File: config.mk
export PLATFORM = sky130hd
export DESIGN_NAME = game_flow_ctrl
export DESIGN_NICKNAME = d
export VERILOG_FILES = /design/src/rtl/game_pkg.sv /design/src/rtl/game_flow_ctrl_btn_frame_edge.sv /design/src/rtl/game_flow_ctrl.sv
export SDC_FILE = /design/constraint.sdc
export NUM_CORES = 1
export LEC_CHECK = 0
export CELL_PAD_IN_SITES_DETAIL_PLACEMENT = 1
export CELL_PAD_IN_SITES_GLOBAL_PLACEMENT = 1
export CORE_MARGIN = 2
export CORE_UTILIZATION = 45
export DETAILED_ROUTE_END_ITERATION = 8
export PLACE_DENSITY = 0.86
export SLEW_MARGIN = 20
export SYNTH_ARGS = -nofsm -noshare
export SYNTH_HDL_FRONTEND = slang
export SYNTH_SLANG_ARGS = --single-unit
File: constraint.sdc
create_clock -name clk_pix -period 3.7 [get_ports clk_pix]
set_clock_uncertainty 0.15 [all_clocks]
set_input_delay 0.74 -clock clk_pix [delete_from_list [all_inputs] [get_ports clk_pix]]
set_output_delay 0.74 -clock clk_pix [all_outputs]
set_load 0.01 [all_outputs]
File: src/rtl/game_pkg.sv
// game_pkg: shared state encoding and widths for the snake game flow controller
package game_pkg;
  typedef enum logic [2:0] {
    IDLE  = 3'd0,
    ARM   = 3'd1,
    RUN   = 3'd2,
    PAUSE = 3'd3,
    OVER  = 3'd4
  } state_t;
  localparam int LEVEL_W = 3;
endpackage

File: src/rtl/game_flow_ctrl_btn_frame_edge.sv
// btn_frame_edge: synchronise an active-low button, sample it per frame and emit a one-cycle press
module btn_frame_edge (
  input  logic clk_pix,
  input  logic reset_n,
  input  logic frame_start,
  input  logic btn_n,
  output logic press
);
  logic s1, s2, prev;
  always_ff @(posedge clk_pix) begin
    if (!reset_n) begin
      s1 <= 1'b1;
      s2 <= 1'b1;
      prev <= 1'b1;
    end else begin
      s1 <= btn_n;
      s2 <= s1;
      if (frame_start) prev <= s2;
    end
  end
  assign press = frame_start & prev & ~s2;
endmodule

File: src/rtl/game_flow_ctrl.sv
// game_flow_ctrl: snake run/pause/over sequencer with level-scaled movement tick and restart pulse
module game_flow_ctrl
  import game_pkg::*;
#(
  parameter int BASE_DIV     = 5_000_000,
  parameter int DIV_DEC      = 500_000,
  parameter int MAX_LEVEL    = 7,
  parameter int LEVEL_EVERY  = 5,
  parameter int OVER_HOLD    = 60,
  parameter int BLINK_FRAMES = 30,
  parameter int DIV_W        = 23
) (
  input  logic               clk_pix,
  input  logic               reset_n,
  input  logic               frame_start,
  input  logic               start_n,
  input  logic               pause_n,
  input  logic               self_hit,
  input  logic               wall_hit,
  input  logic               eat_evt,
  output logic               tick_run,
  output logic               soft_rst,
  output logic               game_over,
  output logic               paused,
  output logic               idle,
  output logic               blink,
  output logic [LEVEL_W-1:0] level
);
  localparam int EAT_W   = $clog2(LEVEL_EVERY + 1);
  localparam int HOLD_W  = $clog2(OVER_HOLD + 1);
  localparam int BLINK_W = $clog2(BLINK_FRAMES + 1);
  state_t state, state_d;
  logic [DIV_W-1:0] div;
  logic [EAT_W-1:0] eat_cnt;
  logic [HOLD_W-1:0] hold_cnt;
  logic [BLINK_W-1:0] blink_cnt;
  logic start_p, pause_p, hit, eat_wrap, blink_wrap;
  function automatic logic [DIV_W-1:0] period(input logic [LEVEL_W-1:0] l);
    return DIV_W'(BASE_DIV - int'(l) * DIV_DEC - 1);
  endfunction
  btn_frame_edge u_start (
    .clk_pix(clk_pix),
    .reset_n(reset_n),
    .frame_start(frame_start),
    .btn_n(start_n),
    .press(start_p)
  );
  btn_frame_edge u_pause (
    .clk_pix(clk_pix),
    .reset_n(reset_n),
    .frame_start(frame_start),
    .btn_n(pause_n),
    .press(pause_p)
  );
  assign hit = self_hit | wall_hit;
  assign eat_wrap = eat_cnt == EAT_W'(LEVEL_EVERY - 1);
  assign blink_wrap = blink_cnt == BLINK_W'(BLINK_FRAMES - 1);
  always_ff @(posedge clk_pix) begin
    if (!reset_n) state <= IDLE;
    else state <= state_d;
  end
  always_comb begin
    state_d = state;
    tick_run = 1'b0;
    soft_rst = 1'b0;
    case (state)
      IDLE: state_d = start_p ? ARM : IDLE;
      ARM: begin
        state_d = RUN;
        soft_rst = 1'b1;
      end
      RUN: begin
        state_d = hit ? OVER : pause_p ? PAUSE : RUN;
        tick_run = div == '0 && !hit;
      end
      PAUSE: state_d = pause_p ? RUN : PAUSE;
      OVER: state_d = start_p && hold_cnt == HOLD_W'(OVER_HOLD) ? ARM : OVER;
      default: state_d = IDLE;
    endcase
  end
  always_ff @(posedge clk_pix) begin
    if (!reset_n) begin
      div <= '0;
      level <= '0;
      eat_cnt <= '0;
      hold_cnt <= '0;
      blink_cnt <= '0;
      blink <= 1'b0;
      game_over <= 1'b0;
      paused <= 1'b0;
      idle <= 1'b1;
    end else begin
      game_over <= state_d == OVER;
      paused <= state_d == PAUSE;
      idle <= state_d == IDLE;
      if (state == ARM) begin
        div <= period('0);
        level <= '0;
        eat_cnt <= '0;
      end else if (state == RUN) begin
        if (state_d == RUN) div <= div == '0 ? period(level) : div - 1'b1;
        if (eat_evt) begin
          eat_cnt <= eat_wrap ? '0 : eat_cnt + 1'b1;
          if (eat_wrap && level != LEVEL_W'(MAX_LEVEL)) level <= level + 1'b1;
        end
      end
      hold_cnt <= state != OVER ? '0 : frame_start && hold_cnt != HOLD_W'(OVER_HOLD) ? hold_cnt + 1'b1 : hold_cnt;
      if (state == PAUSE || state == OVER) begin
        if (frame_start) begin
          blink_cnt <= blink_wrap ? '0 : blink_cnt + 1'b1;
          if (blink_wrap) blink <= ~blink;
        end
      end else begin
        blink_cnt <= '0;
        blink <= 1'b0;
      end
    end
  end
endmodule
== After elaboration in Yosys (flattened, before gate mapping) ==
Cells that the tools add are included.

* Add/sub/neg operators: 7
* $mul: 1
* Eq/ne operators: 13
* Mux-type cells: 14
* Bitwise gates (word level): 9
* Reduce and logical (&&, ||, !) cells: 19

{| class="wikitable"
|+ Operator list
! kind !! count
|-
| 23-bit two-way mux || 4
|-
| 23-bit logical NOT || 1
|-
| 23-bit by 1-bit subtractor with 23-bit output, second input constant || 1
|-
| 23-bit by 2-bit subtractor with 23-bit output, second input constant || 1
|-
| 23-bit by 22-bit subtractor with 23-bit output, first input constant || 1
|-
| 3-bit by 14-bit multiplier with 17-bit output, second input constant || 1
|-
| 3-bit case mux with 5 select lines || 1
|-
| 3-bit by 2-bit equality test with 1-bit output, second input constant || 4
|-
| 2-bit AND reduction || 5
|-
| 3-bit equality test, second input constant || 3
|-
| 3-bit two-way mux || 3
|-
| 3-bit by 1-bit adder with 3-bit output, second input constant || 2
|-
| 6-bit by 1-bit adder with 6-bit output, second input constant || 1
|-
| 6-bit equality test, second input constant || 1
|-
| 3-bit logical NOT || 2
|-
| 3-bit inequality test, second input constant || 2
|-
| 6-bit inequality test, second input constant || 1
|-
| 5-bit by 1-bit adder with 5-bit output, second input constant || 1
|-
| 5-bit equality test, second input constant || 1
|-
| 1-bit two-way mux || 5
|-
| 5-bit two-way mux || 1
|-
| 1-bit bitwise AND || 4
|-
| 1-bit logical AND || 4
|-
| 1-bit NOT || 4
|-
| 7 further kinds || 9
|}

* Register bits: 53
* Bits of input ports: 8
* Output and inout port bits: 9
* Logic and storage cells: 80

== Depth between registers and ports, before layout ==
* Depth after elaboration: 9
* Gate-level depth with buffers: 11
* Gate-level depth less buffers: 11

== Hierarchy ==
A second synthesis with hierarchy kept.

* Cell total of the unflattened synthesis: 357
* Area total of the unflattened synthesis: 3049.2 um^2

{| class="wikitable"
|+ Modules (own cells, without submodules)
! module !! times used !! cells each !! area each (um^2) !! sequential area each (um^2)
|-
| game_flow_ctrl || 1 || 341 || 2856.5 || 940.9
|-
| btn_frame_edge || 2 || 8 || 96.3 || 60.1
|}

== Worst setup path after synthesis ==
No wires, ideal clock.

* Path kind: reg-to-reg
* Start point: register level[0]
* End point: register div[18]
* Setup time: 115 ps
* Arrival time: 2908 ps
* Data required time: 3435 ps
* Path slack: 527 ps
* Stages on the path, launching flop included: 11
* Path buffers: 0
* Clock period less this slack: 3173 ps
* Cells stage by stage: dfxtp_1 inv_1 ha_1 inv_1 ha_1 fa_1 or3b_2 a21oi_1 xor2_1 a21oi_1 o21a_1

* Word-level cells in the longest chain between the ends: 7

{| class="wikitable"
|+ Ends and longest elaborated chain
! element !! RTL line !! source
|-
| start: declaration || game_flow_ctrl.sv:27 || <nowiki>output logic [LEVEL_W-1:0] level</nowiki>
|-
| start signal: assignment || game_flow_ctrl.sv:104 || <nowiki>if (eat_wrap && level != LEVEL_W'(MAX_LEVEL)) level <= level + 1'b1;</nowiki>
|-
| 3-bit by 14-bit multiplier with 17-bit output || game_flow_ctrl.sv:39 || <nowiki>return DIV_W'(BASE_DIV - int'(l) * DIV_DEC - 1);</nowiki>
|-
| 23-bit by 22-bit subtractor with 23-bit output || game_flow_ctrl.sv:39 ||
|-
| 23-bit by 2-bit subtractor with 23-bit output || game_flow_ctrl.sv:39 ||
|-
| 23-bit two-way mux (2 in series) || game_flow_ctrl.sv:101 || <nowiki>if (state_d == RUN) div <= div == '0 ? period(level) : div - 1'b1;</nowiki>
|-
| 23-bit two-way mux || game_flow_ctrl.sv:100 || <nowiki>end else if (state == RUN) begin</nowiki>
|-
| 23-bit two-way mux || game_flow_ctrl.sv:96 || <nowiki>if (state == ARM) begin</nowiki>
|-
| end signal: assignment || game_flow_ctrl.sv:97 || <nowiki>div <= period('0);</nowiki>
|-
| end signal: assignment || game_flow_ctrl.sv:101 ||
|-
| end: declaration || game_flow_ctrl.sv:33 || <nowiki>logic [DIV_W-1:0] div;</nowiki>
|}

No other way between the ends. The select of a mux whose other input is x is not followed.
A chain may end at the register's enable or synchronous reset.

== Final worst setup path ==
* Start point: register level[0]
* End point: register div[22]

The elaborated chain is that of the path after synthesis.

==> results.rst <==
.. list-table::
   :header-rows: 1

   * - Metric
     - Value
   * - Overflow left after global routing
     - 0
   * - Fraction of the yosys area taken by sequential cells
     - 34.2%
   * - Start point of the worst min-delay path
     - u_pause.s1
   * - Post-synth top area share
     - 34.2%
   * - Fraction of synthesized area in multiplexers
     - 1.93%
   * - Global-route met3 utilization
     - 3.60%
   * - Count of different cell masters after synthesis
     - 57
   * - Number of antenna violations at the first check in global routing
     - 0
   * - Top flip-flop cell by instance count after synthesis
     - sky130_fd_sc_hd__dfxtp_1
   * - Post-CTS Setup Repair Bufs
     - 0
   * - Tmin final
     - 3.32 ns
   * - Number of optimization iterations in the first detailed-route pass
     - 4
   * - Max-slew violation count
     - 0
   * - Count of buffers from port buffering
     - 16
   * - Total routing usage reported by global routing
     - 22.0%
   * - Longest Clk Path Bufs
     - 2
   * - Worst ir drop on vdd
     - 0.175 mV
   * - Status
     - finished clean
   * - Largest net degree at the start of global routing
     - 29
   * - Htree depth
     - 2
   * - DR vias
     - 2724
   * - Combinational cell fraction of total power
     - 19.2%
   * - Total net switching power
     - 0.000356 W
   * - Synth area leaders
     - sky130_fd_sc_hd__dfxtp_1, sky130_fd_sc_hd__ha_1, sky130_fd_sc_hd__nor2_1
   * - Die area
     - 7580 µm²
   * - Max-cap violations
     - 0
   * - Fraction of the core area covered by cells at the end of the flow
     - 51.5%
   * - Avg Inst Size Synth
     - 8.15 µm²
   * - Final Hold Fails
     - 0
   * - CP Data Arrival Time
     - 3.44 ns
   * - Layer with the highest usage
     - met2
   * - Synthesis-stage register bit count
     - 53
   * - Sinks on the clock net
     - 53
   * - Endpoint kind of the worst setup timing path
     - flop
   * - M1 GR Usage
     - 27.8%
   * - DRC viols
     - 0
   * - Achievable Freq
     - 0.301 GHz
   * - Detail-routed via count per cell
     - 5.70
   * - Top cell type by total area after synthesis
     - sky130_fd_sc_hd__dfxtp_1
   * - CTS tree
     - yes
   * - Compound-gate portion of the synthesized area
     - 16.6%
   * - Clock latency of the later-clocked register in the worst-skew pair
     - 0.31 ns
   * - Count of final setup violators
     - 0
   * - Critical path launch point type
     - flop
   * - Number of flops mapped to enable cells by yosys
     - 0
   * - Num CTS Buffers
     - 5
   * - Net total in the final layout
     - 428
   * - Worst reg2reg path startpoint
     - level[0]
   * - CTS Root Buffer Type
     - sky130_fd_sc_hd__clkbuf_8
   * - Required time reported for the critical path endpoint
     - 3.82 ns
   * - HPWL Detailed
     - 6040 µm
   * - Antenna cell count
     - 0
   * - PwrDens
     - 333 nW/µm²
   * - Number of warnings issued by yosys
     - 0
   * - Max_slew headroom
     - 48.3%
   * - Number of routed nets with antenna violations
     - 0
   * - Mapped cell area
     - 3110 µm²
   * - Start point of the critical path
     - level[0]
   * - Share of final-layout standard cells stronger than drive strength 1
     - 6.53%
   * - Post-Synth XOR/XNOR Area
     - 7.05%
   * - Global-route wire length before repair
     - 13200 µm
   * - Post-detailed-placement cell area
     - 3360 µm²
   * - Syn nets
     - 412
   * - Die width
     - 87.1 µm
   * - Area Growth Syn to Fin
     - 11.4%
   * - Total core area
     - 6720 µm²
   * - Total non-filler cell area in the finished layout
     - 3460 µm²
   * - Largest driver fanout on the critical path
     - 7
   * - Internal cell power
     - 0.000796 W
   * - Global placer's final weighted congestion
     - 0.885
   * - Die H
     - 87.1 µm
   * - RSZ-0062 raised after global routing
     - no
   * - Share of synthesized cell area in full adder, half adder and majority cells
     - 9.99%
   * - Transition time at the pin with the least slew margin
     - 0.769 ns
   * - Starting density of the core
     - 46.2%
   * - Clock share of power
     - 29.4%
   * - Total Neg Setup Slack
     - 0 ns
   * - Portion of total power attributed to sequential cells
     - 51.4%
   * - Final clock period utilization by the worst path
     - 89.9%
   * - Count of standard-cell rows
     - 30
   * - Vias in the first global route
     - 2704
   * - Hold slack
     - 0.271 ns
   * - Mean routed wirelength per cell
     - 16.7 µm
   * - CTS clock-pin slew for the worst setup and hold paths
     - 0.10 ns
   * - Drt first-iter violations
     - 127
   * - Largest family of logic cells by synthesized area
     - simple AND/OR/NAND/NOR gates
   * - Drt total wl
     - 7990 µm
   * - Worst hold path class
     - reg2reg
   * - Pleak
     - 1.36 nW
   * - Ys async rst share
     - 0%
   * - Switching share of power
     - 30.9%
   * - Post-Synth Simple-Gate Area
     - 25.9%
   * - Total I/O pin count
     - 17
   * - Crit Path Class
     - reg2reg
   * - Synthesized instance count
     - 381
   * - Met2 demand-to-capacity share in global routing
     - 38.2%
==> per-stage QoR <==
step	worst slack [ns]	cells	total power, W
finish	0.375	478	0.00115
global route	0.169	478	0.00122
CTS	0.00259	478	0.00116
detailed placement	0.360	470	0.000821
global placement	0.390	470	0.000816
floorplan	0.527	381	0.000762
==> cells in the mapped netlist (6+ instances only) <==
cell type,instances
sky130_fd_sc_hd__nand3_1,13
sky130_fd_sc_hd__nor2_1,54
sky130_fd_sc_hd__xnor2_1,11
sky130_fd_sc_hd__ha_1,20
sky130_fd_sc_hd__nand2b_1,6
sky130_fd_sc_hd__a21oi_1,27
sky130_fd_sc_hd__o21ai_1,11
sky130_fd_sc_hd__xor2_1,14
sky130_fd_sc_hd__nand4_1,7
sky130_fd_sc_hd__inv_1,18
sky130_fd_sc_hd__dfxtp_1,53
sky130_fd_sc_hd__nand2_1,27
sky130_fd_sc_hd__nor4_1,6
sky130_fd_sc_hd__and3_1,7
sky130_fd_sc_hd__clkbuf_1,9
sky130_fd_sc_hd__nor3_1,13
sky130_fd_sc_hd__mux2i_1,6
==> worst paths after layout <==
check	cells past startpoint	endpoint	slack, ns
worst max-delay path	10	div[22]	0.38
worst max register to register	10	div[22]	0.38
worst min-delay path	1	u_pause.s2	0.27
worst min register to register	1	u_pause.s2	0.27
==> per-layer routing <==
layer / up-vias / share of wire (%) / wire length, µm
met1: 1297 / 46 / 3690
met4: 0 / 2.1 / 170
met5: - / 0 / 0
met3: 13 / 2.5 / 199
met2: 41 / 49 / 3930
li1: 1373 / - / -
==> kinds of logic after synthesis <==
kind of cell	count (synthesis)
fa+ha+maj	23
xor+xnor	25
buf+inv	33
simple gates	159
compound gates	82
flops	53
mux	6
==> cell usage in the layout, fill, tap and decap left out, drive strengths merged, types with 7 or more instances in the layout <==
cell type	count
dfxtp	53
o21ai	16
and3	7
nor2	54
clkdlybuf4s50	15
ha	20
a21oi	28
nor3	14
xor2	14
buf	8
nand3	13
xnor2	11
nand4	7
nand2	28
inv	19
==> sequential cells by signal (all words and copies together), names as in the netlist, 3 cells and up <==
signal     count
state          3
level          3
div           23
hold_cnt       6
blink_cnt      5
eat_cnt        3
==> final cells by class <==
type | instances | area [µm²]
well taps | 80 | 100
flip-flops and latches | 53 | 1060
multi-input cells | 295 | 1920
fillers | 815 | 3260
inverters | 18 | 67.6
repair buffers | 24 | 223
clock inverters | 3 | 21.3
clock buffers | 5 | 68.8
==> critical path, stage by stage, from the launching register on <==
cell and delay, ns:
sky130_fd_sc_hd__dfxtp_1 0.51, sky130_fd_sc_hd__inv_1 0.16, sky130_fd_sc_hd__ha_1 0.35, sky130_fd_sc_hd__inv_1 0.06, sky130_fd_sc_hd__ha_1 0.24, sky130_fd_sc_hd__fa_1 0.49, sky130_fd_sc_hd__or3b_2 0.49, sky130_fd_sc_hd__a21oi_1 0.32
sky130_fd_sc_hd__o2111ai_1 0.18, sky130_fd_sc_hd__a21oi_1 0.18, sky130_fd_sc_hd__o211a_1 0.14
==> repair_timing <==
item                                    4_1_cts  5_1_grt
hold buffers                                  0        0
endpoints found under the setup margin        0        1
resized for setup                             0        3
==> power by group through the flow <==
| stage | logic, W | clock network [W] | registers, W |
|---|---|---|---|
| after floorplan | 0.000159 | 0 | 0.000603 |
| after global placement | 0.000212 | 0 | 0.000605 |
| after detailed placement | 0.000216 | 0 | 0.000605 |
| after CTS | 0.000218 | 0.000346 | 0.000592 |
| after global routing | 0.000245 | 0.000375 | 0.000594 |
| final | 0.000222 | 0.000338 | 0.000592 |
Power figures use the tool's default switching activity.
